--- src/rtl/irq_arbiter.sv ---
// Memory-mapped fixed-priority interrupt controller: per-source mask, level/edge capture,
// and a non-nested claim/complete handshake presenting one registered request to the CPU.
module irq_arbiter #(
    parameter int N_SRC = 6,
    parameter int ID_W  = 3
) (
    input  logic             clk,
    input  logic             reset,
    input  logic [3:2]       addr,
    input  logic             We,
    input  logic             Re,
    input  logic [31:0]      Datain,
    output logic [31:0]      Dataout,
    input  logic [N_SRC-1:0] src_irq,
    output logic             cpu_irq
);
    localparam logic [1:0] A_MASK  = 2'd0;
    localparam logic [1:0] A_PEND  = 2'd1;
    localparam logic [1:0] A_CLAIM = 2'd2;
    localparam logic [1:0] A_EDGE  = 2'd3;

    typedef enum logic [2:0] {
        IDLE    = 3'b001,
        PEND    = 3'b010,
        SERVICE = 3'b100
    } state_t;

    state_t           state_reg;
    logic [N_SRC-1:0] mask_reg;
    logic [N_SRC-1:0] edge_sel_reg;
    logic [N_SRC-1:0] pending_reg;
    logic [N_SRC-1:0] src_q_reg;
    logic [ID_W-1:0]  active_id_reg;
    logic             err_reg;
    logic             cpu_irq_reg;

    logic             wr_mask, wr_pend, wr_claim, wr_edge, rd_claim;
    logic [N_SRC-1:0] mask_eff, req_vec, claim_clr, pending_next;
    logic             req_any, claim_valid, claim_fire, complete_match;
    logic [ID_W-1:0]  claim_id;
    logic             unused_datain;

    assign wr_mask  = We && (addr == A_MASK);
    assign wr_pend  = We && (addr == A_PEND);
    assign wr_claim = We && (addr == A_CLAIM);
    assign wr_edge  = We && (addr == A_EDGE);
    // A simultaneous write wins over the claim side effect.
    assign rd_claim = Re && !We && (addr == A_CLAIM);

    // A mask being written this cycle already governs arbitration.
    assign mask_eff = wr_mask ? Datain[N_SRC-1:0] : mask_reg;
    assign req_vec  = pending_reg & mask_eff;
    assign req_any  = |req_vec;

    always_comb begin
        claim_valid = 1'b0;
        claim_id    = '0;
        for (int i = N_SRC - 1; i >= 0; i--) begin
            if (req_vec[i]) begin
                claim_valid = 1'b1;
                claim_id    = ID_W'(i);
            end
        end
    end

    assign claim_fire     = rd_claim && (state_reg == PEND) && claim_valid;
    assign complete_match = wr_claim && (state_reg == SERVICE) && (Datain[ID_W-1:0] == active_id_reg);

    // Edge sources: new rising edge beats both W1C and claim clear in the same cycle.
    for (genvar gi = 0; gi < N_SRC; gi++) begin : g_pend
        assign claim_clr[gi]    = claim_fire && edge_sel_reg[gi] && (claim_id == ID_W'(gi));
        assign pending_next[gi] = edge_sel_reg[gi]
            ? ((pending_reg[gi] & ~(wr_pend & Datain[gi]) & ~claim_clr[gi])
               | (src_irq[gi] & ~src_q_reg[gi]))
            : src_irq[gi];
    end

    always_ff @(posedge clk or posedge reset) begin
        if (reset) begin
            mask_reg      <= '0;
            edge_sel_reg  <= '0;
            pending_reg   <= '0;
            src_q_reg     <= '0;
            active_id_reg <= '0;
            err_reg       <= 1'b0;
        end else begin
            src_q_reg   <= src_irq;
            pending_reg <= pending_next;
            if (wr_mask) mask_reg <= Datain[N_SRC-1:0];
            if (wr_edge) edge_sel_reg <= Datain[N_SRC-1:0];
            if (claim_fire) active_id_reg <= claim_id;
            if (wr_claim && Datain[29]) begin
                err_reg <= 1'b0;
            end else if (wr_claim && (state_reg == SERVICE) && !complete_match) begin
                err_reg <= 1'b1;
            end
        end
    end

    always_ff @(posedge clk or posedge reset) begin
        if (reset) begin
            state_reg   <= IDLE;
            cpu_irq_reg <= 1'b0;
        end else begin
            case (state_reg)
                IDLE: begin
                    if (req_any) begin
                        state_reg   <= PEND;
                        cpu_irq_reg <= 1'b1;
                    end else begin
                        cpu_irq_reg <= 1'b0;
                    end
                end
                PEND: begin
                    if (claim_fire) begin
                        state_reg   <= SERVICE;
                        cpu_irq_reg <= 1'b0;
                    end else if (!req_any) begin
                        state_reg   <= IDLE;
                        cpu_irq_reg <= 1'b0;
                    end else begin
                        cpu_irq_reg <= 1'b1;
                    end
                end
                SERVICE: begin
                    cpu_irq_reg <= 1'b0;
                    if (complete_match) state_reg <= IDLE;
                end
                default: begin
                    state_reg   <= IDLE;
                    cpu_irq_reg <= 1'b0;
                end
            endcase
        end
    end

    assign cpu_irq = cpu_irq_reg;

    always_comb begin
        Dataout = '0;
        case (addr)
            A_MASK:  Dataout = {{(32-N_SRC){1'b0}}, mask_reg};
            A_PEND:  Dataout = {{(32-N_SRC){1'b0}}, pending_reg};
            A_CLAIM: Dataout = {claim_valid, (state_reg == SERVICE), err_reg,
                                {(29-ID_W){1'b0}}, claim_id};
            A_EDGE:  Dataout = {{(32-N_SRC){1'b0}}, edge_sel_reg};
            default: Dataout = '0;
        endcase
    end

    assign unused_datain = ^{Datain[31:30], Datain[28:N_SRC]};
endmodule

--- config.mk ---
export PLATFORM = sky130hd
export DESIGN_NAME = irq_arbiter
export DESIGN_NICKNAME = d
export VERILOG_FILES = /design/src/rtl/irq_arbiter.sv
export SDC_FILE = /design/constraint.sdc
export NUM_CORES = 1
export LEC_CHECK = 0
export ABC_AREA = 1
export ABC_CLOCK_PERIOD_IN_PS = 1700
export CAP_MARGIN = 10
export CORE_MARGIN = 8
export CORE_UTILIZATION = 44
export DETAILED_ROUTE_END_ITERATION = 12
export GPL_ROUTABILITY_DRIVEN = 0
export PLACE_DENSITY_LB_ADDON = 0.12
export SYNTH_ARGS = -nofsm -noshare
export SYNTH_HDL_FRONTEND = slang
export SYNTH_SLANG_ARGS = --single-unit
export TNS_END_PERCENT = 1
--- constraint.sdc ---
create_clock -name clk -period 1.7 [get_ports clk]
set_input_delay 0.34 -clock clk [delete_from_list [all_inputs] [get_ports clk]]
set_output_delay 0.34 -clock clk [all_outputs]
set_load 0.01 [all_outputs]
After elaboration in Yosys (flattened, before gate mapping)
Index checks and enable logic that the tools add are counted.
- eq/ne operators: 15
- bitwise logic cells: 49
- multiplexer cells: 30
- reduce and logical (&&, ||, !) cells: 31
- operators with widths (cell ; number):
    32-bit one-hot mux with 4 select lines ; 1
    3-bit two-way mux ; 10
    1-bit AND ; 24
    1-bit logical AND ; 24
    1-bit NOT ; 18
    1-bit two-way mux ; 16
    3-bit by 2-bit == test with 1-bit output, second input constant ; 3
    3-bit == test, second input constant ; 3
    3-bit one-hot mux with 3 select lines ; 1
    6-bit AND ; 1
    3-bit by 1-bit == test with 1-bit output, second input constant ; 2
    6-bit two-way mux ; 1
    1-bit OR ; 6
    6-bit OR reduction ; 1
    2-bit == test, second input constant ; 2
    2-bit inequality test, second input constant ; 2
    3-bit == test ; 1
    3-bit zero test ; 1
    3-bit inequality test, second input constant ; 1
    3-bit AND reduction ; 1
    2-bit by 1-bit == test with 1-bit output, second input constant ; 1
    1-bit zero test ; 2
    2-bit zero test ; 1
    1-bit one-hot mux with 2 select lines ; 1
    2-bit nonzero test ; 1
- input port bits: 44
- output and inout port bits: 33
- bits in registers: 32
- logic and storage cells: 133

Longest topological paths before layout
Gate-level depths: netlist of the first run.
- depth in word-level cells: 17
- mapped depth: 14
- mapped depth without buffers: 14

Worst setup path after synthesis of the first run
No wires, ideal clock.
- kind: input to output
- from: input port addr[3] (netlist name)
- to: output port Dataout[1]
- setup slack: 46 ps
- path buffers: 1
- data arrival time: 1314 ps
- data required time: 1360 ps
- stages on the path: 8
- cells stage by stage: nor2_4 > buf_8 > nand3_4 > nand3_4 > nand2_4 > nor2_2 > inv_1 > o2111ai_1
- cells in the longest elaborated chain, start to end: 10
- elaborated cells on any way between the ends: 13
- those cells by class: eq/ne (3); mux (7); bitwise (1); reduce/logical (2)
- ends and longest elaborated chain (element ; RTL line ; source):
    from (decl) ; 9 ; input logic [3:2] addr,
    2-bit zero test ; 43, 141 ;
    1-bit logical AND ; 43 ; assign wr_mask = We && (addr == A_MASK);
    6-bit two-way mux ; n/a ;
    6-bit AND ; 52 ; assign req_vec = pending_reg & mask_eff;
    3-bit two-way mux (5 in series) ; 59 ; if (req_vec[i]) begin
    32-bit one-hot mux with 4 select lines (*) ; 141 ; case (addr)
    to (decl) ; 13 ; output logic [31:0] Dataout,
Every way passes the cells marked *; elsewhere a longest branch is shown, timed or not. The select of a mux whose other input is x is not followed.

Final worst setup path of the first run
- from: input port addr[3] (netlist name)
- to: output port Dataout[0]
- cells in the longest elaborated chain, start to end: 11
- elaborated cells on any way between the ends: 14
- those cells by class: eq/ne (3); mux (8); bitwise (1); reduce/logical (2)
- ends and longest elaborated chain (element ; RTL line):
    2-bit zero test ; 43, 141
    1-bit logical AND ; 43
    6-bit two-way mux ; n/a
    6-bit AND ; 52
    3-bit two-way mux (6 in series) ; 59
    32-bit one-hot mux with 4 select lines (*) ; 141
Marks and branches as above.

==> results of run 1 <==
## how the worst min path moves through the flow
stage                     slack [ns]                           end                          from  depth (start not counted)
after floorplan                 0.37        src_q_reg[0]$_DFF_PP0_                    src_irq[0]                          0
after global placement          0.48      pending_reg[1]$_DFF_PP0_        src_q_reg[1]$_DFF_PP0_                          3
after detailed placement        0.48  active_id_reg[1]$_DFFE_PP0N_  active_id_reg[1]$_DFFE_PP0N_                          2
after CTS                       0.39   edge_sel_reg[3]$_DFFE_PP0P_                         reset                          3
after global routing            0.39         mask_reg[3]$_DFF_PP0_                         reset                          3
final                           0.38         mask_reg[3]$_DFF_PP0_                         reset                          3
## per-stage QoR
stage / cells / util / hold slack, ns
2_1_floorplan: 278 / - / 0.371
3_3_place_gp: 378 / 0.570 / 0.480
3_5_place_dp: 378 / 0.570 / 0.483
4_1_cts: 395 / 0.625 / 0.386
5_1_grt: 396 / 0.630 / 0.394
6_report: 396 / 0.630 / 0.378
## repair_timing
action | CTS | global route
gates resized for setup | 67 | 12
hold endpoints to repair | 0 | 0
hold buffers | 0 | 0
pin swaps | 12 | 10
endpoints found under the setup margin | 22 | 13
buffers inserted | 9 | 1
## report_power, final
| part | switching [uW] | internal [uW] | total, uW |
|---|---|---|---|
| sequential | 102 | 909 | 1010 |
| clock | 286 | 517 | 803 |
| combinational | 576 | 504 | 1080 |
## cell type report
| type | instances | area [um2] | share of cell area |
|---|---|---|---|
| clock inverters | 1 | 30.0 | 0.0104 |
| inverters | 37 | 145 | 0.0501 |
| clock buffers | 7 | 96.3 | 0.0333 |
| repair buffers | 82 | 678 | 0.234 |
| multi-input cells | 183 | 1080 | 0.372 |
| flip-flops and latches | 32 | 802 | 0.277 |
| well taps | 54 | 67.6 | 0.0233 |
## cell usage in the layout (no fill, tap or decap), types with 6 or more instances in the layout
cell and count:
nand3_2 8, o21ai_0 8, clkdlybuf4s50_1 11, buf_4 48
nand3_1 13, nand2_1 70, buf_6 7, dlygate4sd2_1 8
clkbuf_8 7, inv_1 26, dfrtp_1 31, nand2_4 7
nand2_2 6, nor2_1 9, inv_2 8, conb_1 23
nand3_4 7
## layer usage
metal | wire length (um) | vias up
met5 | 0 | -
met4 | 126 | 0
met3 | 325 | 11
met2 | 2610 | 50
met1 | 2380 | 857
li1 | - | 929
## kinds of logic (layout without fill, tap and decap cells)
family          Yosys count  count (layout)  share of synthesized area
flops                    32              32                      0.392
simple gates            137             137                      0.366
xor+xnor                  3               3                     0.0128
compound gates           20              20                     0.0605
other cells               1              23                    0.00183
buf+inv                  63             127                      0.167
## worst max-delay path, cell delays in order
cell	delay, ns
buf_6	0.10
nor2_4	0.20
nand2_4	0.14
nand2_2	0.11
nand3_2	0.12
buf_4	0.15
buf_4	0.15
nand3_2	0.08
nand4_1	0.09
buf_2	0.16
==> impl_results.html, run 1 <==
<table>
<tr><th>Metric</th><th>Value</th></tr>
<tr><th colspan="2">Status</th></tr>
<tr><td>Failing checks</td><td>setup timing</td></tr>
<tr><td>Outcome</td><td>complete, but fails checks</td></tr>
<tr><th colspan="2">Setup path</th></tr>
<tr><td>Arrival time at the worst endpoint</td><td>~1.6 ns</td></tr>
<tr><td>Crit-path max FO</td><td>6</td></tr>
<tr><td>Reg2reg start</td><td>mask_reg[0]$_DFF_PP0_</td></tr>
<tr><td>Capturing element type of the critical path</td><td>output pin</td></tr>
<tr><td>Worst setup path class</td><td>in2out</td></tr>
<tr><td>Crit path to</td><td>Dataout[0]</td></tr>
<tr><td>Worst setup path start</td><td>addr[3]</td></tr>
<tr><td>FF-to-FF End</td><td>pending_reg[1]$_DFF_PP0_</td></tr>
<tr><td>R2r setup slk</td><td>0 ns</td></tr>
<tr><td>Crit path launch type</td><td>input port</td></tr>
<tr><td>Worst Reg-to-Reg Cells</td><td>15</td></tr>
<tr><td>Data required time of the critical path</td><td>1.36 ns</td></tr>
<tr><th colspan="2">Clock tree</th></tr>
<tr><td>Clock root buffer</td><td>clkbuf_8</td></tr>
<tr><td>Max Buffers Root-to-Sink</td><td>2</td></tr>
<tr><td>Clock sink count</td><td>32</td></tr>
<tr><td>H-Tree Depth</td><td>2</td></tr>
<tr><td>CTS buffer count</td><td>5</td></tr>
<tr><td>Insertion delay to the later sink of the worst-skew pair</td><td>about 0.29 ns</td></tr>
<tr><td>Worst-path clk slew</td><td>0.07 ns</td></tr>
<tr><td>TritonCTS clock tree</td><td>done</td></tr>
<tr><th colspan="2">Yosys</th></tr>
<tr><td>Warning count from the yosys run</td><td>0</td></tr>
<tr><td>Sequential area share after synthesis</td><td>0.392</td></tr>
<tr><td>Number of different library cells in the post-synthesis netlist</td><td>34</td></tr>
<tr><td>Leading cell types by total area after synthesis</td><td>dfrtp_1 (38%), nand2_1 (14%), buf_4 (8.8%)</td></tr>
<tr><td>Post-synthesis instance area</td><td>roughly 0.002 mm2</td></tr>
<tr><td>Most repeated cell in the gate-level netlist after synthesis</td><td>nand2_1</td></tr>
<tr><td>Number of flops mapped to enable cells by yosys</td><td>0</td></tr>
<tr><td>Cell count after synthesis</td><td>256</td></tr>
<tr><td>Average instance area after synthesis</td><td>8.00 um2</td></tr>
<tr><td>Top FF cell, synth</td><td>dfrtp_1</td></tr>
<tr><td>Top cells by instance count after synthesis</td><td>nand2_1 (76), inv_1 (33), dfrtp_1 (31)</td></tr>
<tr><td>Async set-or-reset flop fraction in the synthesized netlist</td><td>1.00</td></tr>
<tr><td>Synthesized flop and latch total</td><td>32</td></tr>
<tr><td>Synth area leader</td><td>dfrtp_1</td></tr>
<tr><td>Area share of the largest cell type after synthesis</td><td>0.379</td></tr>
<tr><th colspan="2">Floorplanning</th></tr>
<tr><td>Core Region</td><td>0.00460 mm2</td></tr>
<tr><td>Floorplan die height</td><td>approximately 84 um</td></tr>
<tr><td>Top Ports</td><td>77</td></tr>
<tr><td>Die area</td><td>0.00709 mm2</td></tr>
<tr><td>Initial standard-cell utilization of the core</td><td>0.445</td></tr>
<tr><td>Width of the die</td><td>84.2 um</td></tr>
<tr><td>FP Rows</td><td>25</td></tr>
<tr><th colspan="2">Place</th></tr>
<tr><td>Post-Place Setup Slack</td><td>-1.08 ns</td></tr>
<tr><td>Cell area after placement</td><td>0.00262 mm2</td></tr>
<tr><td>Total half-perimeter wirelength after legalization and detailed placement</td><td>4110 um</td></tr>
<tr><td>I/O Buffers</td><td>28</td></tr>
<tr><th colspan="2">Global route</th></tr>
<tr><td>Met2 routing resource usage after global routing</td><td>0.257</td></tr>
<tr><td>First-pass GRT wire length</td><td>9000 um</td></tr>
<tr><td>Maximum number of pins on one net before global-route repair</td><td>33</td></tr>
<tr><td>Initial antenna violation count</td><td>0</td></tr>
<tr><td>Total overflow reported by the global router</td><td>0</td></tr>
<tr><td>Overall routing resource usage</td><td>0.161</td></tr>
<tr><td>Routing usage on met3</td><td>0.0581</td></tr>
<tr><td>GR Layer Usage met1</td><td>0.189</td></tr>
<tr><td>Number of global-route vias before repair</td><td>1,840</td></tr>
<tr><td>Most Crowded Layer GR</td><td>met2</td></tr>
<tr><th colspan="2">Pwr</th></tr>
<tr><td>LEAKAGE</td><td>approximately 0.0015 uW</td></tr>
<tr><td>Areal power density over the cells</td><td>999 mW/mm2</td></tr>
<tr><td>Power Total</td><td>2890 uW</td></tr>
<tr><td>Worst vdd ir</td><td>679 uV</td></tr>
<tr><th colspan="2">Timing</th></tr>
<tr><td>Final period util</td><td>1.17</td></tr>
<tr><td>Final setup violating endpoints</td><td>8</td></tr>
<tr><td>Final WS setup</td><td>-0.282 ns</td></tr>
<tr><td>Unrepaired setup endpoints after global routing</td><td>true</td></tr>
<tr><td>Minimum period implied by the final worst setup slack</td><td>1.98 ns</td></tr>
<tr><td>Max frequency</td><td>just over 500 MHz</td></tr>
<tr><td>Sum of negative setup slack</td><td>-1.07 ns</td></tr>
<tr><td>Count of final max-slew check failures</td><td>0</td></tr>
<tr><td>Setup Skew</td><td>0.00565 ns</td></tr>
<tr><td>Total count of hold-check failures in the final report</td><td>0</td></tr>
<tr><th colspan="2">Layout</th></tr>
<tr><td>Diodes inserted</td><td>0</td></tr>
<tr><td>Ratio of cells with drive above 1 in the final layout</td><td>0.351</td></tr>
<tr><td>Number of fill cells in the layout</td><td>approximately 400</td></tr>
<tr><td>Non-Filler Cell Area, Final</td><td>0.00290 mm2</td></tr>
<tr><td>Final-stage net count</td><td>385</td></tr>
<tr><td>Layout Area Growth over Synthesis</td><td>41.4%</td></tr>
<tr><th colspan="2">Routing</th></tr>
<tr><td>Iteration count of the initial detailed-routing pass</td><td>4</td></tr>
<tr><td>Total DRC errors in the routed layout</td><td>0</td></tr>
<tr><td>Average wire per cell in the routed design</td><td>approximately 14 um</td></tr>
<tr><td>Drt via density</td><td>4.66</td></tr>
<tr><td>Via count of the routed design</td><td>about 1,800</td></tr>
<tr><td>Routed Antenna Nets</td><td>0</td></tr>
<tr><td>Total detailed-routing wirelength</td><td>5440 um</td></tr>
<tr><td>Initial DRC count</td><td>174</td></tr>
<tr><th colspan="2">Hold path</th></tr>
<tr><td>Worst min-delay path class</td><td>in2async</td></tr>
<tr><th colspan="2">Flow run</th></tr>
<tr><td>Number of maximum-capacitance violations</td><td>0</td></tr>
</table>
Note: power is estimated with default switching activity, not from simulation.
==> run 2, diff against run 1 <==
Settings changed: ABC_AREA 1 to unset, CORE_ASPECT_RATIO set to 2, CORE_UTILIZATION 44 to 45, DONT_BUFFER_PORTS set to 1.
==> impl_results.html, run 2 <==
<table>
<tr><th>Metric</th><th>Value</th></tr>
<tr><th colspan="2">Layout</th></tr>
<tr><td>Most common library cell in the layout ignoring fill and taps</td><td>buf_4</td></tr>
<tr><td>Ratio of cells with drive above 1 in the final layout</td><td>0.339 (-0.0117)</td></tr>
<tr><td>Final design utilization</td><td>0.561 (-0.0689)</td></tr>
<tr><td>Commonest cells after routing, fill and taps aside</td><td>buf_4 (33), dfrtp_1 (31), nand2_1 (28)</td></tr>
<tr><td>Number of fill cells in the layout</td><td>373 (-6.0%)</td></tr>
<tr><td>Layout Area Growth over Synthesis</td><td>20.0%</td></tr>
<tr><td>Diodes inserted</td><td>0 (unchanged)</td></tr>
<tr><td>Final-stage net count</td><td>270 (-30%)</td></tr>
<tr><th colspan="2">Yosys</th></tr>
<tr><td>Warning count from the yosys run</td><td>0 (unchanged)</td></tr>
<tr><td>Post-synthesis instance area</td><td>0.00191 mm2 (-6.7%)</td></tr>
<tr><td>Cell count after synthesis</td><td>191 (-25%)</td></tr>
<tr><td>Top FF cell, synth</td><td>dfrtp_1</td></tr>
<tr><td>Sequential area share after synthesis</td><td>0.420 (+0.0280)</td></tr>
<tr><td>Most repeated cell in the gate-level netlist after synthesis</td><td>dfrtp_1</td></tr>
<tr><td>Average instance area after synthesis</td><td>10.0 um2 (+25%)</td></tr>
<tr><td>Async set-or-reset flop fraction in the synthesized netlist</td><td>1.00 (unchanged)</td></tr>
<tr><td>Synthesized flop and latch total</td><td>32 (unchanged)</td></tr>
<tr><td>Number of different library cells in the post-synthesis netlist</td><td>41 (+21%)</td></tr>
<tr><td>Area share of the largest cell type after synthesis</td><td>0.406 (+0.0271)</td></tr>
<tr><td>Synth area leader</td><td>dfrtp_1</td></tr>
<tr><td>Number of flops mapped to enable cells by yosys</td><td>0 (unchanged)</td></tr>
<tr><td>Leading cell types by total area after synthesis</td><td>dfrtp_1 (41%), buf_4 (9.0%), mux2_2 (8.3%)</td></tr>
<tr><td>Top cells by instance count after synthesis</td><td>dfrtp_1 (31), nand2_1 (30), buf_4 (23)</td></tr>
<tr><th colspan="2">Routing</th></tr>
<tr><td>Drt via density</td><td>5.32 (+14%)</td></tr>
<tr><td>Iteration count of the initial detailed-routing pass</td><td>5 (+1)</td></tr>
<tr><td>Initial DRC count</td><td>36 (-79%)</td></tr>
<tr><td>Total DRC errors in the routed layout</td><td>0 (unchanged)</td></tr>
<tr><td>Total detailed-routing wirelength</td><td>5130 um (-5.8%)</td></tr>
<tr><td>Via count of the routed design</td><td>1,483 (-20%)</td></tr>
<tr><td>Average wire per cell in the routed design</td><td>18.4 um (+34%)</td></tr>
<tr><td>Routed Antenna Nets</td><td>0 (unchanged)</td></tr>
<tr><th colspan="2">Floorplanning</th></tr>
<tr><td>FP Rows</td><td>33 (+32%)</td></tr>
<tr><td>Core Region</td><td>0.00409 mm2 (-11%)</td></tr>
<tr><td>Top Ports</td><td>77 (unchanged)</td></tr>
<tr><td>Initial standard-cell utilization of the core</td><td>0.467 (+0.0222)</td></tr>
<tr><td>Width of the die</td><td>62.1 um (-26%)</td></tr>
<tr><td>Die area</td><td>0.00671 mm2 (-5.3%)</td></tr>
<tr><td>Floorplan die height</td><td>108 um (+28%)</td></tr>
<tr><th colspan="2">Setup path</th></tr>
<tr><td>FF-to-FF End</td><td>pending_reg[5]$_DFF_PP0_</td></tr>
<tr><td>Capturing element type of the critical path</td><td>output pin</td></tr>
<tr><td>Largest stage delay, worst path</td><td>0.50 ns (+0.30 ns)</td></tr>
<tr><td>Arrival time at the worst endpoint</td><td>1.91 ns (+0.27 ns)</td></tr>
<tr><td>Critical Path, Cell by Cell</td><td>nor3b_4 -&gt; buf_12 -&gt; mux2_4 -&gt; and3_4 -&gt; a2bb2oi_2 -&gt; mux4_2</td></tr>
<tr><td>Data required time of the critical path</td><td>1.36 ns (about the same)</td></tr>
<tr><td>Slowest cell on crit path</td><td>mux4_2</td></tr>
<tr><td>Crit path launch type</td><td>input port</td></tr>
<tr><td>Worst setup path class</td><td>in2out</td></tr>
<tr><td>Dominant delay contributor by cell family on the critical path</td><td>multiplexers</td></tr>
<tr><td>Reg2reg start</td><td>pending_reg[0]$_DFF_PP0_</td></tr>
<tr><td>Combined buffer and inverter count along the critical path</td><td>1 (-3)</td></tr>
<tr><td>Crit-path max FO</td><td>16 (+10)</td></tr>
<tr><td>Worst Reg-to-Reg Cells</td><td>6 (-9)</td></tr>
<tr><td>R2r setup slk</td><td>-0.02 ns (-0.02 ns)</td></tr>
<tr><th colspan="2">Timing</th></tr>
<tr><td>Count of final max-slew check failures</td><td>0 (unchanged)</td></tr>
<tr><td>Unrepaired setup endpoints after global routing</td><td>true</td></tr>
<tr><td>Final WS setup</td><td>-0.549 ns (-0.268 ns)</td></tr>
<tr><td>Total count of hold-check failures in the final report</td><td>0 (unchanged)</td></tr>
<tr><td>Sum of negative setup slack</td><td>-1.77 ns (-0.700 ns)</td></tr>
<tr><td>Minimum period implied by the final worst setup slack</td><td>2.25 ns (+0.268 ns)</td></tr>
<tr><td>Final setup violating endpoints</td><td>6 (-2)</td></tr>
<tr><td>Setup Skew</td><td>0.00385 ns (-0.00180 ns)</td></tr>
<tr><td>Final period util</td><td>1.32 (+0.158)</td></tr>
<tr><td>Max frequency</td><td>445 MHz (-12%)</td></tr>
<tr><th colspan="2">Clock tree</th></tr>
<tr><td>Worst-path clk slew</td><td>0.07 ns (about the same)</td></tr>
<tr><td>Max Buffers Root-to-Sink</td><td>2 (unchanged)</td></tr>
<tr><td>TritonCTS clock tree</td><td>done</td></tr>
<tr><td>CTS buffer count</td><td>5 (unchanged)</td></tr>
<tr><td>Insertion delay to the later sink of the worst-skew pair</td><td>0.28 ns (about the same)</td></tr>
<tr><td>Clock root buffer</td><td>clkbuf_8</td></tr>
<tr><td>Total of hold buffers inserted after clock tree synthesis</td><td>0 (unchanged)</td></tr>
<tr><td>H-Tree Depth</td><td>2 (unchanged)</td></tr>
<tr><td>Clock sink count</td><td>32 (unchanged)</td></tr>
<tr><th colspan="2">Flow run</th></tr>
<tr><td>Number of maximum-capacitance violations</td><td>0 (unchanged)</td></tr>
<tr><th colspan="2">Pwr</th></tr>
<tr><td>Areal power density over the cells</td><td>1110 mW/mm2 (+11%)</td></tr>
<tr><td>Power Total</td><td>2550 uW (-12%)</td></tr>
<tr><td>Worst vdd ir</td><td>663 uV (-2.3%)</td></tr>
<tr><td>LEAKAGE</td><td>0.00104 uW (-32%)</td></tr>
<tr><th colspan="2">Global route</th></tr>
<tr><td>Initial antenna violation count</td><td>0 (unchanged)</td></tr>
<tr><td>First-pass GRT wire length</td><td>7850 um (-13%)</td></tr>
<tr><td>Number of global-route vias before repair</td><td>1,624 (-12%)</td></tr>
<tr><td>Total overflow reported by the global router</td><td>0 (unchanged)</td></tr>
<tr><td>Maximum number of pins on one net before global-route repair</td><td>33 (unchanged)</td></tr>
<tr><td>Overall routing resource usage</td><td>0.160 (-0.000189)</td></tr>
<tr><th colspan="2">Status</th></tr>
<tr><td>Failing checks</td><td>setup timing</td></tr>
<tr><td>Outcome</td><td>complete, but fails checks</td></tr>
<tr><th colspan="2">Place</th></tr>
<tr><td>I/O Buffers</td><td>0 (-100%)</td></tr>
<tr><td>Total half-perimeter wirelength after legalization and detailed placement</td><td>4000 um (-2.7%)</td></tr>
<tr><th colspan="2">Hold path</th></tr>
<tr><td>Worst min-delay path class</td><td>in2async</td></tr>
</table>
-- run 2: repair_timing --
action                     4_1_cts  5_1_grt
hold endpoints to repair         0        0
setup buffers                    1        0
pin swaps                        1        4
gates resized for setup          6        3
setup endpoints to repair        6       12
-- run 2: worst max path at each step --
| stage | startpoint | endpoint | cells past startpoint |
|---|---|---|---|
| finish | addr[2] | Dataout[0] | 6 |
| detailed placement | addr[2] | Dataout[0] | 7 |
| CTS | pending_reg[2]$_DFF_PP0_ | Dataout[0] | 5 |
| global placement | addr[2] | Dataout[0] | 6 |
| global route | pending_reg[2]$_DFF_PP0_ | Dataout[0] | 5 |
| floorplan | addr[2] | Dataout[0] | 6 |
-- run 2: area by class of cell --
class / count / area, um2 / share of cell area
sequential: 32 / 802 / 0.350
inverter: 3 / 11.3 / 0.00491
clock buffer: 6 / 82.6 / 0.0360
timing repair buffer: 34 / 268 / 0.117
multi-input combinational: 150 / 1050 / 0.460
clock inverter: 2 / 10.0 / 0.00437
tap: 52 / 65.1 / 0.0284
-- run 2: routing by layer --
metal,GRT usage,part of all wire,up-vias
li1,-,-,693
met1,0.142,0.32,736
met2,0.298,0.59,41
met5,0,0,-
met4,0.0936,0.035,0
met3,0.0428,0.057,13
-- run 2: power breakdown --
group | leakage (uW) | switching [uW] | internal (uW)
sequential | 0.000378 | 122 | 925
clock | 0.0000510 | 280 | 323
combinational | 0.000611 | 425 | 474
total | 0.00104 | 827 | 1720
-- run 2: logic make-up (layout without fill, tap and decap cells) --
group | after synthesis | in the layout | synth area share
buf+inv | 31 | 45 | 0.113
other cells | 1 | 23 | 0.00196
compound gates | 30 | 30 | 0.106
simple gates | 68 | 68 | 0.183
mux | 26 | 26 | 0.163
xor+xnor | 3 | 3 | 0.0138
flops | 32 | 32 | 0.420
-- run 2: metrics by stage --
step           hold WS (ns)  cells  area [um2]  setup slack (ns)
3_5_place_dp          0.350    270        2150            -0.572
2_1_floorplan         0.371    213        2030            -0.601
5_1_grt              0.0655    279        2290            -0.600
3_3_place_gp          0.334    270        2150            -0.495
6_report             0.0301    279        2290            -0.549
4_1_cts              0.0354    279        2280            -0.543
-- run 2: worst reg2reg max path, delay by kind of cell (launching register included) --
kind	cells	cell delay, ns
AOI/OAI and AO/OA	2	0.37
buffers and inverters	1	0.18
DFF	1	0.42
and+or+nand+nor	2	0.50
muxes	1	0.12
==> run 3, diff against run 2 <==
==> constraint.sdc (replaced) <==
create_clock -name clk -period 1.7 [get_ports clk]
set_input_delay 0.51 -clock clk [delete_from_list [all_inputs] [get_ports clk]]
set_output_delay 0.51 -clock clk [all_outputs]
set_load 0.01 [all_outputs]
==> impl_results.html, run 3 (same netlist as run 2, synthesis figures left out) <==
<table>
<tr><th>Metric</th><th>Value</th></tr>
<tr><th colspan="2">Clock tree</th></tr>
<tr><td>Clock sink count</td><td>32 (unchanged)</td></tr>
<tr><td>H-Tree Depth</td><td>2 (unchanged)</td></tr>
<tr><td>Total of hold buffers inserted after clock tree synthesis</td><td>0 (unchanged)</td></tr>
<tr><td>TritonCTS clock tree</td><td>done</td></tr>
<tr><td>Max Buffers Root-to-Sink</td><td>2 (unchanged)</td></tr>
<tr><td>Insertion delay to the later sink of the worst-skew pair</td><td>0.28 ns (about the same)</td></tr>
<tr><td>CTS buffer count</td><td>5 (unchanged)</td></tr>
<tr><td>Clock root buffer</td><td>clkbuf_8</td></tr>
<tr><td>Worst-path clk slew</td><td>0.06 ns (about the same)</td></tr>
<tr><th colspan="2">Global route</th></tr>
<tr><td>Met2 routing resource usage after global routing</td><td>0.313 (+0.0149)</td></tr>
<tr><td>Routing usage on met3</td><td>0.0452 (+0.00238)</td></tr>
<tr><td>Total overflow reported by the global router</td><td>0 (unchanged)</td></tr>
<tr><td>Overall routing resource usage</td><td>0.165 (+0.00402)</td></tr>
<tr><td>First-pass GRT wire length</td><td>8110 um (+3.2%)</td></tr>
<tr><td>Most Crowded Layer GR</td><td>met2</td></tr>
<tr><td>Initial antenna violation count</td><td>0 (unchanged)</td></tr>
<tr><td>GR Layer Usage met1</td><td>0.139 (-0.00337)</td></tr>
<tr><td>Number of global-route vias before repair</td><td>1,668 (+2.7%)</td></tr>
<tr><td>Maximum number of pins on one net before global-route repair</td><td>33 (unchanged)</td></tr>
<tr><th colspan="2">Floorplanning</th></tr>
<tr><td>Top Ports</td><td>77 (unchanged)</td></tr>
<tr><td>Initial standard-cell utilization of the core</td><td>0.467 (unchanged)</td></tr>
<tr><td>Width of the die</td><td>62.1 um (unchanged)</td></tr>
<tr><td>Die area</td><td>0.00671 mm2 (unchanged)</td></tr>
<tr><td>Core Region</td><td>0.00409 mm2 (unchanged)</td></tr>
<tr><td>FP Rows</td><td>33 (unchanged)</td></tr>
<tr><td>Floorplan die height</td><td>108 um (unchanged)</td></tr>
<tr><th colspan="2">Pwr</th></tr>
<tr><td>LEAKAGE</td><td>0.00110 uW (+5.5%)</td></tr>
<tr><td>Worst vdd ir</td><td>704 uV (+6.3%)</td></tr>
<tr><td>Areal power density over the cells</td><td>1100 mW/mm2 (-0.74%)</td></tr>
<tr><td>Power Total</td><td>2660 uW (+4.3%)</td></tr>
<tr><th colspan="2">Timing</th></tr>
<tr><td>Final WS setup</td><td>-0.838 ns (-0.288 ns)</td></tr>
<tr><td>Count of final max-slew check failures</td><td>0 (unchanged)</td></tr>
<tr><td>Minimum period implied by the final worst setup slack</td><td>2.54 ns (+0.288 ns)</td></tr>
<tr><td>Total count of hold-check failures in the final report</td><td>0 (unchanged)</td></tr>
<tr><td>Final setup violating endpoints</td><td>15 (+9)</td></tr>
<tr><td>Unrepaired setup endpoints after global routing</td><td>true</td></tr>
<tr><td>Sum of negative setup slack</td><td>-4.35 ns (-2.58 ns)</td></tr>
<tr><td>Final period util</td><td>1.49 (+0.170)</td></tr>
<tr><td>Setup Skew</td><td>0.00385 ns (+0.000000420 ns)</td></tr>
<tr><td>Max frequency</td><td>394 MHz (-11%)</td></tr>
<tr><th colspan="2">Setup path</th></tr>
<tr><td>Critical Path, Cell by Cell</td><td>nor3b_4 -&gt; buf_12 -&gt; mux2_4 -&gt; and3_4 -&gt; a2bb2oi_2 -&gt; mux4_2</td></tr>
<tr><td>Worst setup path class</td><td>in2out</td></tr>
<tr><td>Data required time of the critical path</td><td>1.19 ns (-0.17 ns)</td></tr>
<tr><td>Crit path launch type</td><td>input port</td></tr>
<tr><td>Largest stage delay, worst path</td><td>0.51 ns (about the same)</td></tr>
<tr><td>Arrival time at the worst endpoint</td><td>2.03 ns (+0.12 ns)</td></tr>
<tr><td>Slowest cell on crit path</td><td>mux4_2</td></tr>
<tr><td>Dominant delay contributor by cell family on the critical path</td><td>multiplexers</td></tr>
<tr><td>Capturing element type of the critical path</td><td>output pin</td></tr>
<tr><td>Crit-path max FO</td><td>14 (-2)</td></tr>
<tr><td>Combined buffer and inverter count along the critical path</td><td>1 (unchanged)</td></tr>
<tr><th colspan="2">Routing</th></tr>
<tr><td>Total DRC errors in the routed layout</td><td>0 (unchanged)</td></tr>
<tr><td>Via count of the routed design</td><td>1,560 (+5.2%)</td></tr>
<tr><td>Total detailed-routing wirelength</td><td>5220 um (+1.8%)</td></tr>
<tr><td>Initial DRC count</td><td>62 (+72%)</td></tr>
<tr><td>Routed Antenna Nets</td><td>0 (unchanged)</td></tr>
<tr><td>Drt via density</td><td>5.40 (+1.6%)</td></tr>
<tr><td>Average wire per cell in the routed design</td><td>18.1 um (-1.8%)</td></tr>
<tr><td>Iteration count of the initial detailed-routing pass</td><td>4 (-1)</td></tr>
<tr><th colspan="2">Layout</th></tr>
<tr><td>Ratio of cells with drive above 1 in the final layout</td><td>0.388 (+0.0490)</td></tr>
<tr><td>Most common library cell in the layout ignoring fill and taps</td><td>buf_4</td></tr>
<tr><td>Commonest cells after routing, fill and taps aside</td><td>buf_4 (42), nand2_1 (30), dfrtp_1 (30)</td></tr>
<tr><td>Layout Area Growth over Synthesis</td><td>26.1%</td></tr>
<tr><td>Number of fill cells in the layout</td><td>372 (-0.27%)</td></tr>
<tr><td>Final design utilization</td><td>0.590 (+0.0288)</td></tr>
<tr><td>Final-stage net count</td><td>280 (+3.7%)</td></tr>
<tr><td>Diodes inserted</td><td>0 (unchanged)</td></tr>
<tr><th colspan="2">Status</th></tr>
<tr><td>Outcome</td><td>complete, but fails checks</td></tr>
<tr><td>Failing checks</td><td>setup timing</td></tr>
<tr><th colspan="2">Hold path</th></tr>
<tr><td>Worst min-delay path class</td><td>in2async</td></tr>
<tr><th colspan="2">Place</th></tr>
<tr><td>Post-Place Setup Slack</td><td>-0.842 ns (-0.270 ns)</td></tr>
<tr><td>I/O Buffers</td><td>0 (unchanged)</td></tr>
<tr><td>Total half-perimeter wirelength after legalization and detailed placement</td><td>4090 um (+2.3%)</td></tr>
<tr><th colspan="2">Flow run</th></tr>
<tr><td>Number of maximum-capacitance violations</td><td>0 (unchanged)</td></tr>
</table>
## run 3: changes by cell type in the layout (fill, tap and decap cells not counted), sizes merged
cell    change
clkbuf      +2
buf        +10
clkinv      -2
## run 3: final cells by class
type,count,area (um2),area share
Clock buffer,8,90.1,0.0374
Inverter,3,11.3,0.00467
Multi-Input combinational cell,150,1090,0.454
Sequential cell,32,803,0.333
Tap cell,52,65.1,0.0270
Timing Repair Buffer,44,347,0.144
## run 3: worst paths after layout
path	slack (ns)	to	cells after the start	from
worst max-delay path	-0.84	Dataout[0]	6	addr[3]
worst min-delay path	0.20	mask_reg[0]$_DFF_PP0_	2	reset
worst max register to register	-0.06	pending_reg[5]$_DFF_PP0_	7	pending_reg[1]$_DFF_PP0_
worst min register to register	0.51	state_reg[1]$_DFFE_PP0P_	1	state_reg[2]$_DFFE_PP0P_
max in group asynchronous	1.17	state_reg[0]$_DFFE_PP1P_	2	reset
min in group clk	0.25	src_q_reg[2]$_DFF_PP0_	0	src_irq[2]
## run 3: what timing repair did
action,4_1_cts,5_1_grt
gates resized for setup,13,8
pin swaps,4,3
cloned,0,0
endpoints found under the setup margin,16,19
setup buffers,2,0
## run 3: power by group
| group | internal, uW | switching [uW] |
|---|---|---|
| Combinational | 546 | 466 |
| Sequential | 926 | 132 |
| Clock | 330 | 260 |
| Total | 1800 | 859 |
## run 3: metal layers
| metal | vias up | routed length (um) |
|---|---|---|
| met4 | 0 | 159 |
| li1 | 717 | - |
| met3 | 18 | 287 |
| met2 | 47 | 3160 |
| met1 | 778 | 1610 |
| met5 | - | 0 |
## run 3: stage by stage
step	hold WS (ns)	instance area [um2]	cells
after floorplan	0.475	2030	213
after global placement	0.503	2210	279
after detailed placement	0.517	2210	279
after CTS	0.210	2380	289
after global routing	0.236	2410	289
final	0.198	2410	289
